`src/rtl/synth_pipeline.sv`:
```
// One DDS voice: held MIDI note -> 32-bit phase accumulator -> quarter-wave sine lookup.
// Three-stage output pipeline (address/quadrant, ROM read, conditional negate).
module synth_pipeline (
  input  logic        clk,
  input  logic        rst,
  input  logic [15:0] i_data,
  output logic [1:0]  o_state,
  output logic [15:0] o_signal
);

  typedef enum logic [1:0] {
    IDLE = 2'b00,
    BSY  = 2'b01,
    RDY  = 2'b10
  } state_t;

  // round(32767 * sin(pi*idx/512)), evaluated at elaboration with a Q30 Taylor series.
  function automatic logic [14:0] sine_entry(input int idx);
    longint x, x2, term, acc;
    x    = (longint'(idx) * 64'sd3373259426) / 64'sd512;
    x2   = (x * x) >>> 30;
    term = x;
    acc  = x;
    for (int n = 3; n <= 17; n += 2) begin
      term = -((term * x2) >>> 30) / longint'((n - 1) * n);
      acc  = acc + term;
    end
    return 15'((acc * 64'sd32767 + 64'sd536870912) >>> 30);
  endfunction

  function automatic logic [31:0] note_inc(input logic [6:0] note);
    logic [31:0] base;
    logic [6:0]  oct;
    oct = note / 7'd12;
    case (note % 7'd12)
      7'd0:    base = 32'd719151;
      7'd1:    base = 32'd761914;
      7'd2:    base = 32'd807220;
      7'd3:    base = 32'd855219;
      7'd4:    base = 32'd906073;
      7'd5:    base = 32'd959951;
      7'd6:    base = 32'd1017033;
      7'd7:    base = 32'd1077508;
      7'd8:    base = 32'd1141581;
      7'd9:    base = 32'd1209463;
      7'd10:   base = 32'd1281381;
      default: base = 32'd1357576;
    endcase
    return base >> (7'd10 - oct);
  endfunction

  logic [14:0] rom [256];

  for (genvar gi = 0; gi < 256; gi++) begin : g_rom
    localparam logic [14:0] ENTRY = sine_entry(gi);
    assign rom[gi] = ENTRY;
  end

  logic       cmd;
  logic [6:0] note;
  logic       unused_bits;
  assign cmd         = i_data[15];
  assign note        = i_data[14:8];
  assign unused_bits = ^i_data[7:0];

  state_t      state_reg, state_next;
  logic [1:0]  cnt_reg, cnt_next;
  logic [6:0]  note_reg, note_next;
  logic [31:0] inc_reg, inc_next;
  logic [31:0] phase_reg, phase_next;
  logic        run, clear;

  always_comb begin
    state_next = state_reg;
    cnt_next   = cnt_reg;
    note_next  = note_reg;
    inc_next   = inc_reg;
    phase_next = phase_reg + inc_reg;
    run        = 1'b0;
    clear      = 1'b0;
    case (state_reg)
      IDLE: begin
        phase_next = 32'd0;
        clear      = 1'b1;
        if (cmd && note != 7'd0) begin
          state_next = BSY;
          cnt_next   = 2'd0;
          note_next  = note;
          inc_next   = note_inc(note);
        end
      end
      BSY, RDY: begin
        if (!cmd) begin
          state_next = IDLE;
          note_next  = 7'd0;
          phase_next = 32'd0;
          clear      = 1'b1;
        end else if (note != 7'd0 && note != note_reg) begin
          // Retrigger: restart from phase 0 and flush every in-flight sample.
          state_next = BSY;
          cnt_next   = 2'd0;
          note_next  = note;
          inc_next   = note_inc(note);
          phase_next = 32'd0;
          clear      = 1'b1;
        end else begin
          run = 1'b1;
          if (state_reg == BSY) begin
            if (cnt_reg == 2'd2) state_next = RDY;
            else                 cnt_next   = cnt_reg + 2'd1;
          end
        end
      end
      default: begin
        state_next = IDLE;
        phase_next = 32'd0;
        clear      = 1'b1;
      end
    endcase
  end

  always_ff @(posedge clk) begin
    if (rst) begin
      state_reg <= IDLE;
      cnt_reg   <= 2'd0;
      note_reg  <= 7'd0;
      inc_reg   <= 32'd0;
      phase_reg <= 32'd0;
    end else begin
      state_reg <= state_next;
      cnt_reg   <= cnt_next;
      note_reg  <= note_next;
      inc_reg   <= inc_next;
      phase_reg <= phase_next;
    end
  end

  logic [1:0]  s1_quad_reg, s2_quad_reg;
  logic [7:0]  s1_addr_reg;
  logic [14:0] s2_data_reg;
  logic        s1_valid_reg, s2_valid_reg;
  logic [15:0] signal_reg;

  always_ff @(posedge clk) begin
    if (rst || clear) begin
      s1_quad_reg  <= 2'd0;
      s1_addr_reg  <= 8'd0;
      s1_valid_reg <= 1'b0;
      s2_quad_reg  <= 2'd0;
      s2_data_reg  <= 15'd0;
      s2_valid_reg <= 1'b0;
      signal_reg   <= 16'd0;
    end else if (run) begin
      s1_quad_reg  <= phase_reg[31:30];
      // Odd quadrants walk the quarter wave backwards: 255-i is just ~i.
      s1_addr_reg  <= phase_reg[30] ? ~phase_reg[29:22] : phase_reg[29:22];
      s1_valid_reg <= 1'b1;
      s2_quad_reg  <= s1_quad_reg;
      s2_data_reg  <= rom[s1_addr_reg];
      s2_valid_reg <= s1_valid_reg;
      if (!s2_valid_reg)      signal_reg <= 16'd0;
      else if (s2_quad_reg[1]) signal_reg <= 16'd0 - {1'b0, s2_data_reg};
      else                     signal_reg <= {1'b0, s2_data_reg};
    end
  end

  assign o_state  = state_reg;
  assign o_signal = signal_reg;

endmodule

```
`config.mk`:
```
export PLATFORM = sky130hd
export DESIGN_NAME = synth_pipeline
export DESIGN_NICKNAME = d
export VERILOG_FILES = /design/src/rtl/synth_pipeline.sv
export SDC_FILE = /design/constraint.sdc
export NUM_CORES = 1
export LEC_CHECK = 0
export CAP_MARGIN = 20
export CORE_MARGIN = 10
export CORE_UTILIZATION = 53
export CTS_BUF_LIST = sky130_fd_sc_hd__clkbuf_4 sky130_fd_sc_hd__clkbuf_8 sky130_fd_sc_hd__clkbuf_16
export DETAILED_ROUTE_END_ITERATION = 7
export PLACE_DENSITY = 0.79
export SYNTH_ARGS = -nofsm -noshare
export SYNTH_HDL_FRONTEND = slang
export SYNTH_SLANG_ARGS = --single-unit
```
`constraint.sdc`:
```
create_clock -name clk -period 6.25 [get_ports clk]
set_input_delay 1.5625 -clock clk [delete_from_list [all_inputs] [get_ports clk]]
set_output_delay 1.5625 -clock clk [all_outputs]
set_load 0.01 [all_outputs]
```
==> key figures <==
Critical path
  – Critical Path Slowest Stage Cell: sky130_fd_sc_hd__clkdlybuf4s50_1
  – Highest fanout seen on the critical path: 15
  – Depth of the most critical reg-to-reg path: 10
  – CP Launch Type: input pin
  – Worst EP required: 6.55 ns
  – Cells along the critical path: clkdlybuf4s50_1 -> buf_4 -> nand2b_1 -> o221ai_1 -> o21a_1 -> nor2_4 -> inv_1 -> ha_1 -> o21a_1 -> o21ai_0 -> and2_1 -> a221oi_1 -> o22ai_1 -> mux2i_1 -> mux2_2 -> o211ai_1
  – CP max stage delay: 0.52 ns
  – Setup Crit Path Kind: in2reg
  – Crit-path most repeated cell: sky130_fd_sc_hd__o21a_1
  – Type of element capturing the critical path: flip-flop
  – Worst EP arrival: 5.52 ns

CTS
  – Clock tree from TritonCTS: built
  – Clock root cell: sky130_fd_sc_hd__clkbuf_16
  – Number of setup buffers added after CTS: 0
  – Number of levels in the clock H-tree: 3
  – Sinks on the clock net: 107
  – TritonCTS buffer count: 9
  – Post_cts resized: 0
  – Maximum clock insertion buffer count: 2
  – Clk_lat worst skew: 0.38 ns
  – Hold bufs inserted after CTS: 0
  – Post-CTS clock slew at the launch and capture registers of the worst setup and hold paths: 0.08 ns

GRT
  – Largest net degree at the start of global routing: 73
  – Via count of the first global-routing pass: 10,900
  – Global routing's busiest layer: met2
  – M1 GR Usage: 38.3%
  – GR Overflow Total: 0
  – Overall Global Routing Usage: 27.3%
  – First-pass GRT wire length: 59,800 um
  – Number of antenna violations at the first check in global routing: 0
  – Met3 routing resource usage after global routing: 6.39%
  – Met2 Use GR: 38.9%

Timing
  – Final count of pins violating max slew: 0
  – Final critical-path setup slack: 1.02 ns
  – Hold slack: 0.437 ns
  – Unrepaired setup endpoints after global routing: false
  – Setup TNS: 0 ns
  – Final setup fails: 0
  – Final hold viol count: 0
  – Period minus WS final: 5.23 ns
  – Worst setup skew after layout: 0.0120 ns
  – Normalized max-slew margin: 40.8%
  – Max Fclk: 191 MHz
  – Final cycle utilization of the critical path: 83.6%
  – Worst-margin pin slew: 0.885 ns

Yosys
  – Number of flops mapped to enable cells by yosys: 0
  – Top area cells in the synthesized netlist: sky130_fd_sc_hd__dfxtp_1, sky130_fd_sc_hd__a21oi_1, sky130_fd_sc_hd__nor2_1, sky130_fd_sc_hd__ha_1, sky130_fd_sc_hd__o21ai_0
  – Post-Syn Nets: 1,638
  – Cell types with the highest counts after synthesis: sky130_fd_sc_hd__nor2_1, sky130_fd_sc_hd__nand2_1, sky130_fd_sc_hd__a21oi_1, sky130_fd_sc_hd__o21ai_0, sky130_fd_sc_hd__dfxtp_1
  – Mapped Avg Cell Area: 6.95 sq um
  – Async set-or-reset flop fraction in the synthesized netlist: 0%
  – Cell Area, Synth: 10,900 sq um
  – Cell type with the highest aggregate area in the netlist: sky130_fd_sc_hd__dfxtp_1
  – Total of flip-flops plus latches after synthesis: 107
  – Post-synthesis cell count: 1,566
  – Distinct cell type count of the synthesized netlist: 92
  – Yosys warns: 0
  – Portion of synthesized cell area occupied by the leading cell type: 19.7%
  – Sequential cell area fraction in the yosys report: 19.7%
  – Synth Flop Type: sky130_fd_sc_hd__dfxtp_1
  – Most frequently used cell type in the post-synthesis netlist: sky130_fd_sc_hd__nor2_1

Placement
  – Placed inst area: 11,200 sq um
  – Placer congestion estimate: 1.08
  – Total of buffers placed on input and output ports: 27
  – Detail Placement HPWL: 26,000 um
  – Pre-CTS setup slack: 0.748 ns
  – Placed instance count: 1,765

Routing
  – Average wire length per cell after detail routing: 21.2 um
  – DRC errors left: 0
  – ANT nets after route: 0
  – Detailed Routing Iterations Pass 1: 6
  – First DRT Iteration DRCs: 2,307
  – Number of vias per cell: 6.83
  – Detailed-route wire length: 37,800 um
  – Routed vias: 12,200

Floorplanning
  – Starting density of the core: 53.8%
  – Die Footprint: 26,700 sq um
  – Count of boundary I/O pins: 36
  – Die W: 163 um
  – Rows: 52
  – Die Y: 163 um
  – Core region area: 20,200 sq um

Power and ir drop
  – IR drop worst, VDD: 0.000127 V
  – Power per cell area: 159 nW/um^2
  – Leak Pwr: 4.13 nW
  – Final Power: 1.83 mW

Finish
  – Final standard cell count with taps included and fillers excluded: 1,782
  – Final core utilization: 56.9%
  – Inserted Diodes: 0
  – Finished Cell Area: 11,500 sq um
  – # fillers: 1,921
  – Number of nets in the finished design: 1,579
  – Synthesis-to-finish area growth: 5.73%
  – Max reg flops: 32
  – Fraction of final layout cells with drive strength greater than 1: 6.02%

Min path
  – Path type of the worst min-delay path: reg2reg
  – Hold path cells: 1

Run status
  – Status: completed

Run
  – Max-cap check violation count: 0
-- worst max-delay path: cells and delay by family --
kind / cells / cell delay, ns
simple gates: 3 / 0.77
buf+inv: 3 / 0.83
fa+ha+maj: 1 / 0.27
compound gates: 7 / 1.59
mux: 2 / 0.49
-- power by group --
part | switching (mW) | leakage, nW | internal, mW
clock | 0.316 | 0.146 | 0.288
sequential | 0.0191 | 0.868 | 0.704
combinational | 0.311 | 3.12 | 0.189
-- cell type report --
class	instances	area [sq um]	share of cell area, %
Sequential cell	107	2150	18.7
Timing Repair Buffer	65	556	4.83
Tap cell	270	338	2.93
Inverter	42	158	1.37
Clock buffer	9	225	1.96
Multi-Input combinational cell	1282	8010	69.5
Clock inverter	7	80.1	0.696
-- path summary, 6_finish.rpt --
check / from / endpoint / slack (ns)
min: s1_quad_reg[1]$_SDFFE_PP0P_ / s2_quad_reg[1]$_SDFFE_PP0P_ / 0.44
min reg2reg: s1_quad_reg[1]$_SDFFE_PP0P_ / s2_quad_reg[1]$_SDFFE_PP0P_ / 0.44
max reg2reg: s1_addr_reg[1]$_SDFFE_PP0P_ / s2_data_reg[4]$_SDFFE_PP0P_ / 2.44
max: i_data[12] / inc_reg[1]$_SDFFE_PP0P_ / 1.02
-- cell usage in the layout, fill, tap and decap left out, types with 12 or more instances in the layout --
master | Yosys | routed
sky130_fd_sc_hd__nor2_1 | 188 | 188
sky130_fd_sc_hd__o31ai_1 | 16 | 16
sky130_fd_sc_hd__a21oi_1 | 148 | 148
sky130_fd_sc_hd__a21o_1 | 14 | 14
sky130_fd_sc_hd__a211oi_1 | 34 | 34
sky130_fd_sc_hd__a22oi_1 | 17 | 17
sky130_fd_sc_hd__o211ai_1 | 32 | 32
sky130_fd_sc_hd__nor2b_1 | 23 | 23
sky130_fd_sc_hd__nor3_1 | 27 | 27
sky130_fd_sc_hd__dfxtp_1 | 107 | 103
sky130_fd_sc_hd__o22ai_1 | 23 | 23
sky130_fd_sc_hd__xnor2_1 | 36 | 35
sky130_fd_sc_hd__a31oi_1 | 33 | 33
sky130_fd_sc_hd__inv_1 | 37 | 37
sky130_fd_sc_hd__nand3_1 | 49 | 49
sky130_fd_sc_hd__xor2_1 | 30 | 30
sky130_fd_sc_hd__and2_1 | 12 | 12
sky130_fd_sc_hd__a221oi_1 | 19 | 19
sky130_fd_sc_hd__and3_1 | 12 | 12
sky130_fd_sc_hd__buf_4 | 6 | 37
sky130_fd_sc_hd__nand2_1 | 160 | 160
sky130_fd_sc_hd__or3_1 | 12 | 12
sky130_fd_sc_hd__ha_1 | 53 | 53
sky130_fd_sc_hd__nand2b_1 | 23 | 23
sky130_fd_sc_hd__clkdlybuf4s50_1 | 0 | 27
sky130_fd_sc_hd__o21ai_0 | 124 | 124
-- per-layer routing --
metal | vias to the layer above | part of all wire [%]
met3 | 123 | 12
met1 | 5572 | 43
met5 | - | 0
met4 | 0 | 3.9
met2 | 822 | 41
li1 | 5661 | -
-- cell families (layout without fill, tap and decap cells) --
family | count (synthesis) | count (layout) | share of synthesized area [%]
adder cells (fa/ha/maj) | 55 | 55 | 6.37
buffers and inverters | 177 | 123 | 6.86
AND/OR/NAND/NOR | 554 | 554 | 23.7
multiplexers | 22 | 22 | 2.70
XOR/XNOR | 68 | 68 | 5.61
AO/OA/AOI/OAI | 583 | 583 | 35.1
flip-flops | 107 | 107 | 19.7
No activity file was read; power rests on OpenSTA's default activity.
